**src/rtl/pipe_add_pkg.sv**
```systemverilog
// Shared definitions for the pipelined ripple-carry adder:
// default sizes, the WIDTH/STAGES legality check and the chunk-index helper.
package pipe_add_pkg;

   localparam int DEF_WIDTH  = 16;
   localparam int DEF_STAGES = 4;

   // True when WIDTH splits into STAGES equal, non-empty chunks.
   function automatic bit width_ok(input int width, input int stages);
      return (stages >= 1) && (stages <= width) && ((width % stages) == 0);
   endfunction

   // Bit index of the least significant bit of chunk k.
   function automatic int chunk_lo(input int k, input int chunk);
      return k * chunk;
   endfunction

endpackage

```
**src/rtl/add_chunk.sv**
```systemverilog
// Combinational W-bit ripple-carry adder built from full-adder cells.
// Also exposes the carry into the MSB so the caller can derive signed overflow.
module add_chunk #(
   parameter int W = 4
) (
   input  logic [W-1:0] a,
   input  logic [W-1:0] b,
   input  logic         cin,
   output logic [W-1:0] s,
   output logic         co,
   output logic         c_msb
);

   logic [W:0] c;

   assign c[0] = cin;

   for (genvar gi = 0; gi < W; gi++) begin : g_fa
      assign s[gi]    = a[gi] ^ b[gi] ^ c[gi];
      assign c[gi+1]  = (a[gi] & b[gi]) | (c[gi] & (a[gi] ^ b[gi]));
   end

   assign co    = c[W];
   assign c_msb = c[W-1];

endmodule

```
**src/rtl/pipelined_ripple_adder.sv**
```systemverilog
// Pipelined ripple-carry adder: operands split into STAGES chunks, one chunk
// added per stage with the carry registered between stages. A global stall
// (adv) freezes every stage whenever the output holds a result nobody takes.
// Optional feature macro: PIPE_ADD_OVF_EN enables the signed-overflow output;
// without it ovf is tied to 0.
module pipelined_ripple_adder
   import pipe_add_pkg::*;
#(
   parameter int WIDTH  = DEF_WIDTH,
   parameter int STAGES = DEF_STAGES
) (
   input  logic             clk,
   input  logic             rst_n,
   input  logic [WIDTH-1:0] a,
   input  logic [WIDTH-1:0] b,
   input  logic             cin,
   input  logic             in_valid,
   output logic             in_ready,
   output logic [WIDTH-1:0] sum,
   output logic             cout,
   output logic             ovf,
   output logic             out_valid,
   input  logic             out_ready
);

   localparam int CHUNK = WIDTH / STAGES;

   if (!width_ok(WIDTH, STAGES)) begin : g_bad_cfg
      $error("pipelined_ripple_adder: WIDTH must be a multiple of STAGES");
   end

   logic             adv;

   // Stage state: valid bit, operand skew copies, partial sum, chunk carry.
   logic             valid_q [STAGES];
   logic [WIDTH-1:0] a_q     [STAGES];
   logic [WIDTH-1:0] b_q     [STAGES];
   logic [WIDTH-1:0] sum_q   [STAGES];
   logic             carry_q [STAGES];

   // Per-stage inputs and adder results.
   logic             vin     [STAGES];
   logic [WIDTH-1:0] opa     [STAGES];
   logic [WIDTH-1:0] opb     [STAGES];
   logic [WIDTH-1:0] base    [STAGES];
   logic             cin_s   [STAGES];
   logic [CHUNK-1:0] s_s     [STAGES];
   logic             co_s    [STAGES];
   logic             msb_s   [STAGES];
   logic [WIDTH-1:0] sum_d   [STAGES];

   assign adv      = out_ready | ~valid_q[STAGES-1];
   assign in_ready = adv;

   for (genvar gi = 0; gi < STAGES; gi++) begin : g_stage
      localparam int LO = chunk_lo(gi, CHUNK);

      if (gi == 0) begin : g_first
         assign vin[gi]   = in_valid;
         assign opa[gi]   = a;
         assign opb[gi]   = b;
         assign cin_s[gi] = cin;
         assign base[gi]  = '0;
      end else begin : g_next
         assign vin[gi]   = valid_q[gi-1];
         assign opa[gi]   = a_q[gi-1];
         assign opb[gi]   = b_q[gi-1];
         assign cin_s[gi] = carry_q[gi-1];
         assign base[gi]  = sum_q[gi-1];
      end

      add_chunk #(.W(CHUNK)) u_add (
         .a     (opa[gi][LO +: CHUNK]),
         .b     (opb[gi][LO +: CHUNK]),
         .cin   (cin_s[gi]),
         .s     (s_s[gi]),
         .co    (co_s[gi]),
         .c_msb (msb_s[gi])
      );

      // Chunks at and above gi are still zero in base, so OR inserts this chunk.
      assign sum_d[gi] = base[gi] | (WIDTH'(s_s[gi]) << LO);
   end

   // Shift all stages together on adv; bubbles leave data registers untouched.
   always_ff @(posedge clk) begin
      if (!rst_n) begin
         for (int k = 0; k < STAGES; k++) begin
            valid_q[k] <= 1'b0;
            a_q[k]     <= '0;
            b_q[k]     <= '0;
            sum_q[k]   <= '0;
            carry_q[k] <= 1'b0;
         end
      end else if (adv) begin
         for (int k = 0; k < STAGES; k++) begin
            valid_q[k] <= vin[k];
            if (vin[k]) begin
               a_q[k]     <= opa[k];
               b_q[k]     <= opb[k];
               sum_q[k]   <= sum_d[k];
               carry_q[k] <= co_s[k];
            end
         end
      end
   end

   assign out_valid = valid_q[STAGES-1];
   assign sum       = sum_q[STAGES-1];
   assign cout      = carry_q[STAGES-1];

`ifdef PIPE_ADD_OVF_EN
   logic ovf_q;

   // Signed overflow of the result entering the last stage, held with it.
   always_ff @(posedge clk) begin
      if (!rst_n) begin
         ovf_q <= 1'b0;
      end else if (adv && vin[STAGES-1]) begin
         ovf_q <= msb_s[STAGES-1] ^ co_s[STAGES-1];
      end
   end

   assign ovf = ovf_q;
`else
   assign ovf = 1'b0;
`endif

endmodule

```
**config.mk**
```make
export PLATFORM = sky130hd
export DESIGN_NAME = pipelined_ripple_adder
export DESIGN_NICKNAME = d
export VERILOG_FILES = /design/src/rtl/pipe_add_pkg.sv /design/src/rtl/add_chunk.sv /design/src/rtl/pipelined_ripple_adder.sv
export SDC_FILE = /design/constraint.sdc
export NUM_CORES = 1
export LEC_CHECK = 0
export ABC_CLOCK_PERIOD_IN_PS = 5400
export CAP_MARGIN = 20
export CORE_UTILIZATION = 25
export DETAILED_ROUTE_END_ITERATION = 12
export GPL_TIMING_DRIVEN = 0
export PLACE_DENSITY = 0.4
export SYNTH_ARGS = -nofsm -noshare
export SYNTH_HDL_FRONTEND = slang
export SYNTH_SLANG_ARGS = --single-unit
```
**constraint.sdc**
```tcl
create_clock -name clk -period 5.4 [get_ports clk]
set_input_delay 1.08 -clock clk [delete_from_list [all_inputs] [get_ports clk]]
set_output_delay 1.08 -clock clk [all_outputs]
set_load 0.01 [all_outputs]
```
; Word level (Yosys, flattened, before mapping)
; Memories as Yosys holds them, arrays and structs flattened.
; Cells that the tools add are included.
[classes]
n_mux = 40
bitwise_logic = 105
[ops]
columns = cell, n
row1 = $mux W16, 12
row2 = $or A1 B1 Y1, 37
row3 = $and A1 B1 Y1, 32
row4 = $xor A1 B1 Y1, 32
row5 = $mux W1, 28
row6 = $or A16 B12 Y16, 1
row7 = $or A16 B16 Y16, 1
row8 = $or A16 B8 Y16, 1
row9 = $not A1 Y1, 1
[word_totals]
ff_bits = 0
ram_bits = 200
inputBits = 37
output_inout_bits = 20
wordCells = 150
mem_count = 5
[mem_list]
columns = name, depth, width, rd, rd_ports_with_merged_regs, wr, line
row1 = a_q, 4, 16, 3, 0, 4, pipelined_ripple_adder.sv:36  ; logic [WIDTH-1:0] a_q [STAGES];
row2 = b_q, 4, 16, 3, 0, 4, pipelined_ripple_adder.sv:37  ; logic [WIDTH-1:0] b_q [STAGES];
row3 = sum_q, 4, 16, 4, 0, 4, pipelined_ripple_adder.sv:38  ; logic [WIDTH-1:0] sum_q [STAGES];
row4 = carry_q, 4, 1, 4, 0, 4, pipelined_ripple_adder.sv:39  ; logic carry_q [STAGES];
row5 = valid_q, 4, 1, 4, 0, 4, pipelined_ripple_adder.sv:35  ; logic valid_q [STAGES];

; Longest topological paths before layout
; An unclocked memory read counts as a cell.
[depth]
word_depth = 11
mapped_depth = 9
ltp_nobuf = 9

; Hierarchy
; From an unflattened synthesis, not the netlist that was laid out.
[unflattened]
hier_cells = 275
area_unflattened_um2 = 4180.3
[by_module_without_submodules]
columns = module, n_inst, cells_per_inst, area_per_inst_um2, seq_area_each_um2
row1 = pipelined_ripple_adder, 1, 227, 3739.8, 2822.7
row2 = add_chunk, 4, 12, 110.1, 0.0

; Least setup slack after synthesis
; OpenSTA, ideal clock, no wires.
[synth_path]
kind = in2reg
from = in a[0]
to = mem sum_q[0][3] (netlist name), data pin
setup_ps = 139
t_arrival_ps = 2628
required_ps = 5261
path_slack_ps = 2633
path_stages = 8
n_path_buf = 0
cell_sequence = fa_1 inv_1 fa_1 inv_1 fa_1 inv_1 fa_1 nor2_1
[synth_rtl]
columns = element, line
row1 = "start, declared", pipelined_ripple_adder.sv:14  ; input logic [WIDTH-1:0] a,
row2 = "end, declared", pipelined_ripple_adder.sv:38

; Worst setup path in the final report
[layout_path]
from = in out_ready
to = out in_ready
[layout_via]
elab_chain_len = 1
[layout_lines]
columns = element, line
row1 = "start, declared", pipelined_ripple_adder.sv:23  ; input logic out_ready
row2 = $or A1 B1 Y1, pipelined_ripple_adder.sv:52  ; assign adv = out_ready | ~valid_q[STAGES-1];
row3 = "end, declared", pipelined_ripple_adder.sv:18  ; output logic in_ready,
; No other way between the ends.

==> impl_results.md <==
- DRC: 0
- Post-CTS Setup Repair Bufs: 0
- Pin count of the biggest net entering global routing: 29
- Die W: 130 um
- Netlist cell types: 25
- CP arrival: 2.43 ns
- Post-CTS Hold Fix Bufs: 0
- RSZ-0062 raised after global routing: no
- Placer Congestion: 0.708
- Gr usage total: 8.46%
- Pre-antenna DRT Iters: 4
- TritonCTS clock tree: yes
- Worst-path fanout max: 10
- H-tree levels: 3
- Status: completed
- Layout Cells excl Fill: 560
- Final Skew: 0.00437 ns
- Port Buffers: 55
- Final Hold Viols: 0
- Final instance area: 5200 um^2
- Setup tns final: 0 ns
- Kind of critical path: in -> out
- Syn Inst Count: 272
- Period utilisation layout: 65.0%
- Share of post-route cells with drive strength above 1: 9.59%
- Die height: 130 um
- Max Cap Viol: 0
- Syn_nets: 325
- Vias in the first global route: 2105
- Power Total: 0.00157 W
- Worst VDD drop: 0.150 mV
- Clock transition at path regs: 0.06 ns
- Synth Warn #: 0
- Pins Over Slew Limit: 0
- Total number of vias: 1983
- Dpl cells: 543
- Leakage: 2.00 nW
- Area after DPL: 4910 um^2
- Synthesized area per cell: 15.0 um^2
- Clk_lat worst skew: 0.34 ns
- Initial Util: 25.6%
- Root Buffer: clkbuf_16
- # diodes: 0
- # setup viols final: 0
- Clock Sinks: 96
- Initial antenna violation count: 0
- CORE AREA: 15900 um^2
- P&R area growth vs syn: 27.2%
- Via density per instance: 3.54
- WP data required: 4.32 ns
- Hold Crit Class: reg -> reg
- Worst setup EP type: output pin
- Total gr overflow: 0
- Post-layout minimum cycle time: 3.51 ns
- First-pass GRT wire length: 10500 um
- Cell Pwr Density: 301 nW/um^2
- Hpwl dp: 4640 um
- Clock buffer depth: 2
- Worst Tran Pin Value: 1.01 ns
- Post-Syn Area: 4090 um^2
- TritonCTS Buffers: 9
- Startpoint Class: input port
- Antenna Nets Post-Route: 0
- Die area: 16900 um^2
- Yosys reg bits: 96
- Peak Freq: 0.285 GHz
- Rows: 46
- WL/cell: 11.1 um
- Post-CTS Resized: 0
- I/O pins: 57
- Final wirelength: 6200 um
- Initial drt markers: 75
- Nets: 392
- Slew margin rel.: 32.7%
- Sequential area share after synthesis: 69.1%
==> Yosys cell counts <==
cell	instances	area (um^2)
nor2b_1	2	12.5
nand2_1	15	56.3
clkbuf_2	2	10.0
buf_2	3	15.0
fa_1	16	320
nand2b_1	3	18.8
conb_1	1	3.75
mux2i_1	3	30.0
nor2_1	4	15.0
inv_1	25	93.8
buf_4	1	7.51
nor2b_4	1	13.8
nand3_1	2	10.0
buf_8	1	15.0
clkbuf_1	4	15.0
edfxtp_1	90	2700
and2_1	72	450
and4b_1	1	10.0
and3_1	3	18.8
and2_4	10	87.6
a21boi_0	3	22.5
dfxtp_1	6	120
buf_6	2	22.5
inv_2	1	3.75
and3_4	1	11.3
==> kinds of logic (layout without fill, tap and decap cells) <==
group	after synthesis	after routing	share of synthesized area [%]
AO/OA/AOI/OAI	3	3	0.551
AND/OR/NAND/NOR	114	114	17.2
adder cells (fa/ha/maj)	16	16	7.84
buffers and inverters	39	111	4.47
other	1	1	0.0918
multiplexers	3	3	0.735
flip-flops	96	96	69.1
==> metrics by stage <==
stage / worst slack (ns) / hold slack (ns) / util, %
floorplan: 2.63 / 0.452 / -
finish: 1.89 / 0.482 / 32.6
detailed placement: 1.84 / 0.478 / 30.8
global route: 1.83 / 0.504 / 32.6
CTS: 1.88 / 0.487 / 32.4
global placement: 1.87 / 0.475 / 30.8
==> cell type report <==
cell class | instances | area, um^2
Timing Repair Buffer | 56 | 578
Clock buffer | 15 | 258
Sequential cell | 96 | 2820
Multi-Input combinational cell | 137 | 1080
Inverter | 26 | 97.6
Buffer | 13 | 85.1
Fill cell | 1613 | 10700
Clock inverter | 1 | 3.75
Tap cell | 216 | 270
==> layout by cell type (no fill, tap or decap), drive strengths merged <==
cell type	n
nand2	15
clkdlybuf4s50	55
edfxtp	90
clkbuf	21
a21boi	3
buf	8
mux2i	3
dfxtp	6
inv	26
clkinv	1
and3	4
and4b	1
fa	16
and2	82
nand3	2
nor2b	3
nand2b	3
nor2	4
conb	1
==> routing by layer <==
layer | track usage, % | part of all wire [%] | wire length [um] | up-vias
li1 | - | - | - | 1028
met1 | 10.0 | 46 | 2860 | 902
met2 | 13.6 | 47 | 2910 | 43
met3 | 2.99 | 4.7 | 289 | 10
met4 | 4.31 | 2.2 | 139 | 0
met5 | 0 | 0 | 0 | -
==> sequential cells by signal (all words and copies together) (netlist names) <==
| name | flops |
|---|---|
| sum_q | 40 |
| a_q | 24 |
| b_q | 24 |
| carry_q | 4 |
| valid_q | 4 |
==> worst max-delay path, stage by stage <==
cell and delay [ns]:
clkdlybuf4s50_1 0.45, nor2b_4 0.21, inv_2 0.07, buf_6 0.14, clkdlybuf4s50_1 0.48
==> final timing paths <==
kind / depth (start not counted) / end / slack, ns / start
worst max register to register: 8 / sum_q[2][11] / 3.01 / b_q[0][24]
worst min-delay path: 2 / valid_q[2] / 0.48 / valid_q[2]
worst max-delay path: 5 / in_ready / 1.89 / out_ready
worst min register to register: 2 / valid_q[2] / 0.48 / valid_q[2]
==> where the power goes <==
| part | internal (W) | switching [W] | leakage (nW) |
|---|---|---|---|
| Clock | 0.000324 | 0.000249 | 0.126 |
| Combinational | 0.0000625 | 0.0000560 | 0.860 |
| Sequential | 0.000861 | 0.0000123 | 1.01 |
| Total | 0.00125 | 0.000317 | 2.00 |
Power figures use the tool's default switching activity.
